--- config.mk ---
export PLATFORM = sky130hd
export DESIGN_NAME = julia_iter
export DESIGN_NICKNAME = d
export VERILOG_FILES = /design/src/rtl/julia_pkg.sv /design/src/rtl/julia_step.sv /design/src/rtl/julia_iter.sv
export SDC_FILE = /design/constraint.sdc
export NUM_CORES = 2
export LEC_CHECK = 0
export CAP_MARGIN = 20
export CORE_UTILIZATION = 50
export DETAILED_ROUTE_END_ITERATION = 10
export PLACE_DENSITY = 0.67
export SETUP_SLACK_MARGIN = 0.2
export SLEW_MARGIN = 15
export SYNTH_ARGS = -nofsm -noshare
export SYNTH_HDL_FRONTEND = slang
export SYNTH_SLANG_ARGS = --single-unit
--- constraint.sdc ---
create_clock -name clk -period 11.5 [get_ports clk]
set_input_delay 2.3 -clock clk [delete_from_list [all_inputs] [get_ports clk]]
set_output_delay 2.3 -clock clk [all_outputs]
set_load 0.02 [all_outputs]
--- src/rtl/julia_pkg.sv ---
// Shared types and constants for the Julia escape-time engine.
// Q4.12 fixed point: fx_t, escape threshold, FSM states, default mapping.
package julia_pkg;

  typedef logic signed [15:0] fx_t;

  localparam int FRAC_BITS   = 12;
  localparam int ESCAPE_MAG2 = 16384;
  localparam int MAG_W       = 21;

  localparam fx_t DEF_X_ORIGIN = -16'sd8192;
  localparam fx_t DEF_Y_ORIGIN = -16'sd6144;
  localparam fx_t DEF_STEP     = 16'sd26;

  typedef enum logic [1:0] {
    IDLE,
    LOAD,
    ITER,
    DONE
  } state_t;

endpackage

--- src/rtl/julia_step.sv ---
// One combinational z <- z^2 + c step plus |z|^2 escape test.
// Ports: zr_i/zi_i current z, c_re_i/c_im_i constant;
//   zr_o/zi_o next z, mag2_o |z|^2 in Q.12, escaped_o mag2 > 4.0.
import julia_pkg::*;

module julia_step (
  input  fx_t                     zr_i,
  input  fx_t                     zi_i,
  input  fx_t                     c_re_i,
  input  fx_t                     c_im_i,
  output fx_t                     zr_o,
  output fx_t                     zi_o,
  output logic signed [MAG_W-1:0] mag2_o,
  output logic                    escaped_o
);

  localparam logic signed [MAG_W-1:0] ESC =
    MAG_W'(ESCAPE_MAG2);

  // 33 bits so zr^2 + zi^2 and 2*zr*zi never wrap.
  logic signed [32:0] rr;
  logic signed [32:0] ii;
  logic signed [32:0] ri;
  logic signed [32:0] sum;
  logic signed [32:0] dif;
  logic signed [32:0] dbl;
  logic signed [32:0] re_sh;
  logic signed [32:0] im_sh;

  assign rr  = 33'(zr_i) * 33'(zr_i);
  assign ii  = 33'(zi_i) * 33'(zi_i);
  assign ri  = 33'(zr_i) * 33'(zi_i);
  assign sum = rr + ii;
  assign dif = rr - ii;
  assign dbl = ri <<< 1;

  assign re_sh = dif >>> FRAC_BITS;
  assign im_sh = dbl >>> FRAC_BITS;

  assign zr_o = fx_t'(re_sh) + c_re_i;
  assign zi_o = fx_t'(im_sh) + c_im_i;

  assign mag2_o    = MAG_W'(sum >>> FRAC_BITS);
  assign escaped_o = mag2_o > ESC;

endmodule

--- src/rtl/julia_iter.sv ---
// Per-pixel Julia escape-time engine: accept (x,y,c,max_iter), iterate, report.
// Ports: clk/n_rst, in_* request handshake, out_* result handshake.
import julia_pkg::*;

module julia_iter #(
  parameter int  X_W      = 10,
  parameter int  Y_W      = 9,
  parameter int  ITER_W   = 8,
  parameter fx_t X_ORIGIN = DEF_X_ORIGIN,
  parameter fx_t Y_ORIGIN = DEF_Y_ORIGIN,
  parameter fx_t STEP     = DEF_STEP
) (
  input  logic              clk,
  input  logic              n_rst,
  input  logic              in_valid,
  output logic              in_ready,
  input  logic [X_W-1:0]    x_value,
  input  logic [Y_W-1:0]    y_value,
  input  logic [15:0]       c_re,
  input  logic [15:0]       c_im,
  input  logic [ITER_W-1:0] max_iter,
  output logic              out_valid,
  input  logic              out_ready,
  output logic [ITER_W-1:0] iter_count,
  output logic [X_W-1:0]    out_x,
  output logic [Y_W-1:0]    out_y
);

  localparam logic signed [31:0] STEP32 = 32'(STEP);
  localparam logic signed [31:0] XO32   = 32'(X_ORIGIN);
  localparam logic signed [31:0] YO32   = 32'(Y_ORIGIN);

  state_t            st_q, st_d;
  logic [X_W-1:0]    x_q, x_d;
  logic [Y_W-1:0]    y_q, y_d;
  fx_t               cre_q, cre_d;
  fx_t               cim_q, cim_d;
  logic [ITER_W-1:0] max_q, max_d;
  fx_t               zr_q, zr_d;
  fx_t               zi_q, zi_d;
  logic [ITER_W-1:0] iter_q, iter_d;
  logic [ITER_W-1:0] cnt_q, cnt_d;

  logic signed [31:0] x_ext;
  logic signed [31:0] y_ext;
  logic signed [31:0] zr_full;
  logic signed [31:0] zi_full;
  fx_t                zr_nx;
  fx_t                zi_nx;
  logic               esc;

  // Pixel to complex plane; result wraps to 16 bits.
  assign x_ext   = signed'({{(32-X_W){1'b0}}, x_q});
  assign y_ext   = signed'({{(32-Y_W){1'b0}}, y_q});
  assign zr_full = XO32 + x_ext * STEP32;
  assign zi_full = YO32 + y_ext * STEP32;

  julia_step u_step (
    .zr_i      (zr_q),
    .zi_i      (zi_q),
    .c_re_i    (cre_q),
    .c_im_i    (cim_q),
    .zr_o      (zr_nx),
    .zi_o      (zi_nx),
    .mag2_o    (),
    .escaped_o (esc)
  );

  always_comb begin
    st_d   = st_q;
    x_d    = x_q;
    y_d    = y_q;
    cre_d  = cre_q;
    cim_d  = cim_q;
    max_d  = max_q;
    zr_d   = zr_q;
    zi_d   = zi_q;
    iter_d = iter_q;
    cnt_d  = cnt_q;
    unique case (st_q)
      IDLE: begin
        if (in_valid) begin
          x_d   = x_value;
          y_d   = y_value;
          cre_d = c_re;
          cim_d = c_im;
          max_d = max_iter;
          st_d  = LOAD;
        end
      end
      LOAD: begin
        zr_d   = fx_t'(zr_full);
        zi_d   = fx_t'(zi_full);
        iter_d = '0;
        st_d   = ITER;
      end
      ITER: begin
        // Escape wins over the limit on the same z.
        if (esc) begin
          cnt_d = iter_q;
          st_d  = DONE;
        end else if (iter_q == max_q) begin
          cnt_d = max_q;
          st_d  = DONE;
        end else begin
          zr_d   = zr_nx;
          zi_d   = zi_nx;
          iter_d = iter_q + ITER_W'(1);
        end
      end
      DONE: begin
        if (out_ready) st_d = IDLE;
      end
      default: st_d = IDLE;
    endcase
  end

  always_ff @(posedge clk) begin
    if (!n_rst) begin
      st_q   <= IDLE;
      x_q    <= '0;
      y_q    <= '0;
      cre_q  <= '0;
      cim_q  <= '0;
      max_q  <= '0;
      zr_q   <= '0;
      zi_q   <= '0;
      iter_q <= '0;
      cnt_q  <= '0;
    end else begin
      st_q   <= st_d;
      x_q    <= x_d;
      y_q    <= y_d;
      cre_q  <= cre_d;
      cim_q  <= cim_d;
      max_q  <= max_d;
      zr_q   <= zr_d;
      zi_q   <= zi_d;
      iter_q <= iter_d;
      cnt_q  <= cnt_d;
    end
  end

  assign in_ready   = (st_q == IDLE);
  assign out_valid  = (st_q == DONE);
  assign iter_count = cnt_q;
  assign out_x      = x_q;
  assign out_y      = y_q;

endmodule

==> results.py <==
metrics = {
    "status": {
        "status": "finished, final reports clean",
    },
    "setup_path": {
        "cp.buffers_inverters": 6,
        "reg2reg_depth": 34,
        "cp-start-kind": "register",
        "max_stage_delay_ps": 850,
        "end_kind": "register",
        "worst_ep_arrival_time_ps": 10950,
        "critPathKind": "register to register",
        "crit_slowest_cell": "dfxtp_1",
        "crit_top_cell": "fa_1",
        "critPathRequiredTime_ps": 11800,
        "critPathTopFamily": "adder cells",
        "worstSetupPathDepth": 34,
        "worstPathMaxFanout": 59,
    },
    "cts": {
        "cts_tree": "built",
        "h-tree-depth": 3,
        "clockBufferDepth": 2,
        "clk_pin_slew_ps": 90,
        "ctsRootBufferMaster": "clkbuf_16",
        "holdBufCountCts": 0,
        "cts_resized": 0,
        "cts.sinks": 109,
        "cts-buffers-inserted": 9,
        "post_cts_buffers": 0,
        "clk_latency_ps": 380,
    },
    "floorplan": {
        "initial_core_util_pct": 50.6,
        "core_mm2": 0.0700,
        "row_count": 97,
        "die_area_mm2": 0.0719,
        "die_w_um": 268,
        "die_height_um": 268,
        "io_pins": 92,
    },
    "timing": {
        "fmax_mhz": 93.9,
        "finalWorstSetupSlack_ps": 851,
        "worst_slew_pin_slew_ps": 962,
        "period_needed_ps": 10650,
        "finClkSkew_ps": 9.04,
        "slew_viol_final": 0,
        "setup-tns-final_ps": 0,
        "hold_viol": 0,
        "period_share_pct": 92.6,
        "rsz0062_at_grt": "no",
        "setup_violations": 0,
        "slew_headroom_pct": 35.7,
    },
    "placed_design": {
        "dp_hpwl_um": 75400,
        "dpl-instance-area_mm2": 0.0375,
        "portBuffers": 91,
        "dpl_worst_slack_ps": 1000,
        "routabilityCongestion": 0.978,
    },
    "min_path": {
        "whs_path_depth": 2,
        "min_path_type": "register to register",
    },
    "final_layout": {
        "drive_gt1_share_pct": 3.04,
        "design_area_mm2": 0.0379,
        "final_common_cell": "inv_1",
        "layout_common_cells": "inv_1 (1,022), fa_1 (707), nand2_1 (467), ha_1 (387), nor2_1 (230)",
        "fillers": 6666,
        "syn_to_final_growth_pct": 6.81,
        "nets": 5302,
    },
    "synthesis": {
        "syn-num-nets": 5279,
        "synth_flop_cell": "dfxtp_1",
        "async_flop_share_pct": 0,
        "avgSynthCellArea_um2": 8.60,
        "ys_types": 77,
        "synth_cells": 4121,
        "postSynthRegisterBits": 109,
        "netlist_area_mm2": 0.0354,
        "ys_seq_area_share_pct": 6.16,
        "synth_edf_count": 0,
        "ys_warn_count": 0,
    },
    "grt": {
        "overflow": 0,
        "grt_use_total_pct": 26.3,
        "grt_pass1_wl_um": 147000,
        "grt_max_degree": 80,
        "antenna_found_initial": 0,
        "grt_pass1_vias": 27840,
    },
    "route": {
        "via_per_inst": 5.22,
        "drc": 0,
        "antenna_left": 0,
        "first_iter_violations": 1590,
        "routed_wl_um": 89600,
        "via_count": 26587,
        "drt_pass1_iterations": 6,
        "wl_per_cell_um": 17.6,
    },
    "run": {
        "maxCapViolations": 0,
    },
}
[worst register-to-register path, delay by kind of cell, from the launching register on]
family	cells	cell delay, ps
xor gates and xnor gates	1	330
and+or+nand+nor	9	2190
adders and majority gates	8	3590
buffers and inverters	6	810
AOI/OAI and AO/OA	10	2790
DFF	1	850
[per-layer routing]
layer | up-vias | share of wire [%] | GRT usage (%)
met5 | - | 0 | 0
met4 | 0 | 4.4 | 9.92
met3 | 150 | 4.7 | 3.06
met2 | 656 | 48 | 44.7
met1 | 13265 | 42 | 34.5
li1 | 12516 | - | -
[sequential cells by signal, indices dropped and copies added, names as in the netlist]
signal / cells
out_x: 10
iter_count: 8
zr_q: 16
iter_q: 8
cre_q: 16
zi_q: 16
out_y: 9
cim_q: 16
st_q: 2
max_q: 8
[synthesized netlist by cell type (5+ instances only)]
master	instances	area share, %
nand3_1	37	0.52
o21ai_0	55	0.78
o21a_1	23	0.49
xnor2_1	134	3.3
and3_1	19	0.34
nor2b_1	22	0.39
o21ai_1	7	0.099
a41o_1	5	0.14
fa_1	707	40
a311oi_1	6	0.15
inv_2	6	0.064
nand2_1	468	5.0
nor2_1	230	2.4
or3_1	15	0.26
a2111oi_0	5	0.12
nor3_1	48	0.68
o21bai_1	28	0.59
or2_2	6	0.11
o31a_1	5	0.12
a211oi_1	25	0.53
a21o_1	31	0.66
clkbuf_1	131	1.4
ha_1	388	14
buf_2	9	0.13
dfxtp_1	109	6.2
and2_1	148	2.6
inv_1	1022	11
o2111ai_1	14	0.35
o311ai_0	5	0.12
o41ai_1	5	0.12
xor2_1	55	1.4
buf_1	10	0.11
clkinv_1	9	0.095
o31ai_1	17	0.36
a31oi_1	14	0.25
o211ai_1	7	0.15
a21oi_1	159	2.2
or4_1	7	0.15
nand4_1	5	0.088
o211a_1	10	0.28
nand2b_1	31	0.55
mux2i_1	23	0.65
[layout make-up]
type	count	area, um2	share of cell area (%)
diodes	1	2.50	0.00661
inverters	1037	3890	10.3
repair buffers	167	1510	4.00
clock buffers	9	225	0.595
well taps	940	1180	3.11
multi-input cells	2820	28800	76.0
clock inverters	7	105	0.278
flip-flops and latches	109	2180	5.76
[stage by stage]
stage	util, %	std cells	hold WS [ps]
floorplan	-	4121	441
CTS	54.0	5088	468
global route	54.0	5089	485
detailed placement	53.5	5072	454
finish	54.1	5090	465
global placement	53.5	5071	455
[path summary, 6_finish.rpt]
check,from,end,slack [ps]
max,zi_q[1],zi_q[14],850
min,cim_q[13],cim_q[13],470
max reg2reg,zi_q[1],zi_q[14],850
min reg2reg,cim_q[13],cim_q[13],470
[cell families after synthesis]
group,share of synthesized area (%)
XOR/XNOR,4.67
AND/OR/NAND/NOR,13.5
AO/OA/AOI/OAI,8.56
adder cells (fa/ha/maj),53.6
flip-flops,6.16
multiplexers,0.784
buffers and inverters,12.7
Power is not shown: default switching activity piles up to over one toggle a cycle in this logic, so the estimate is an artifact.
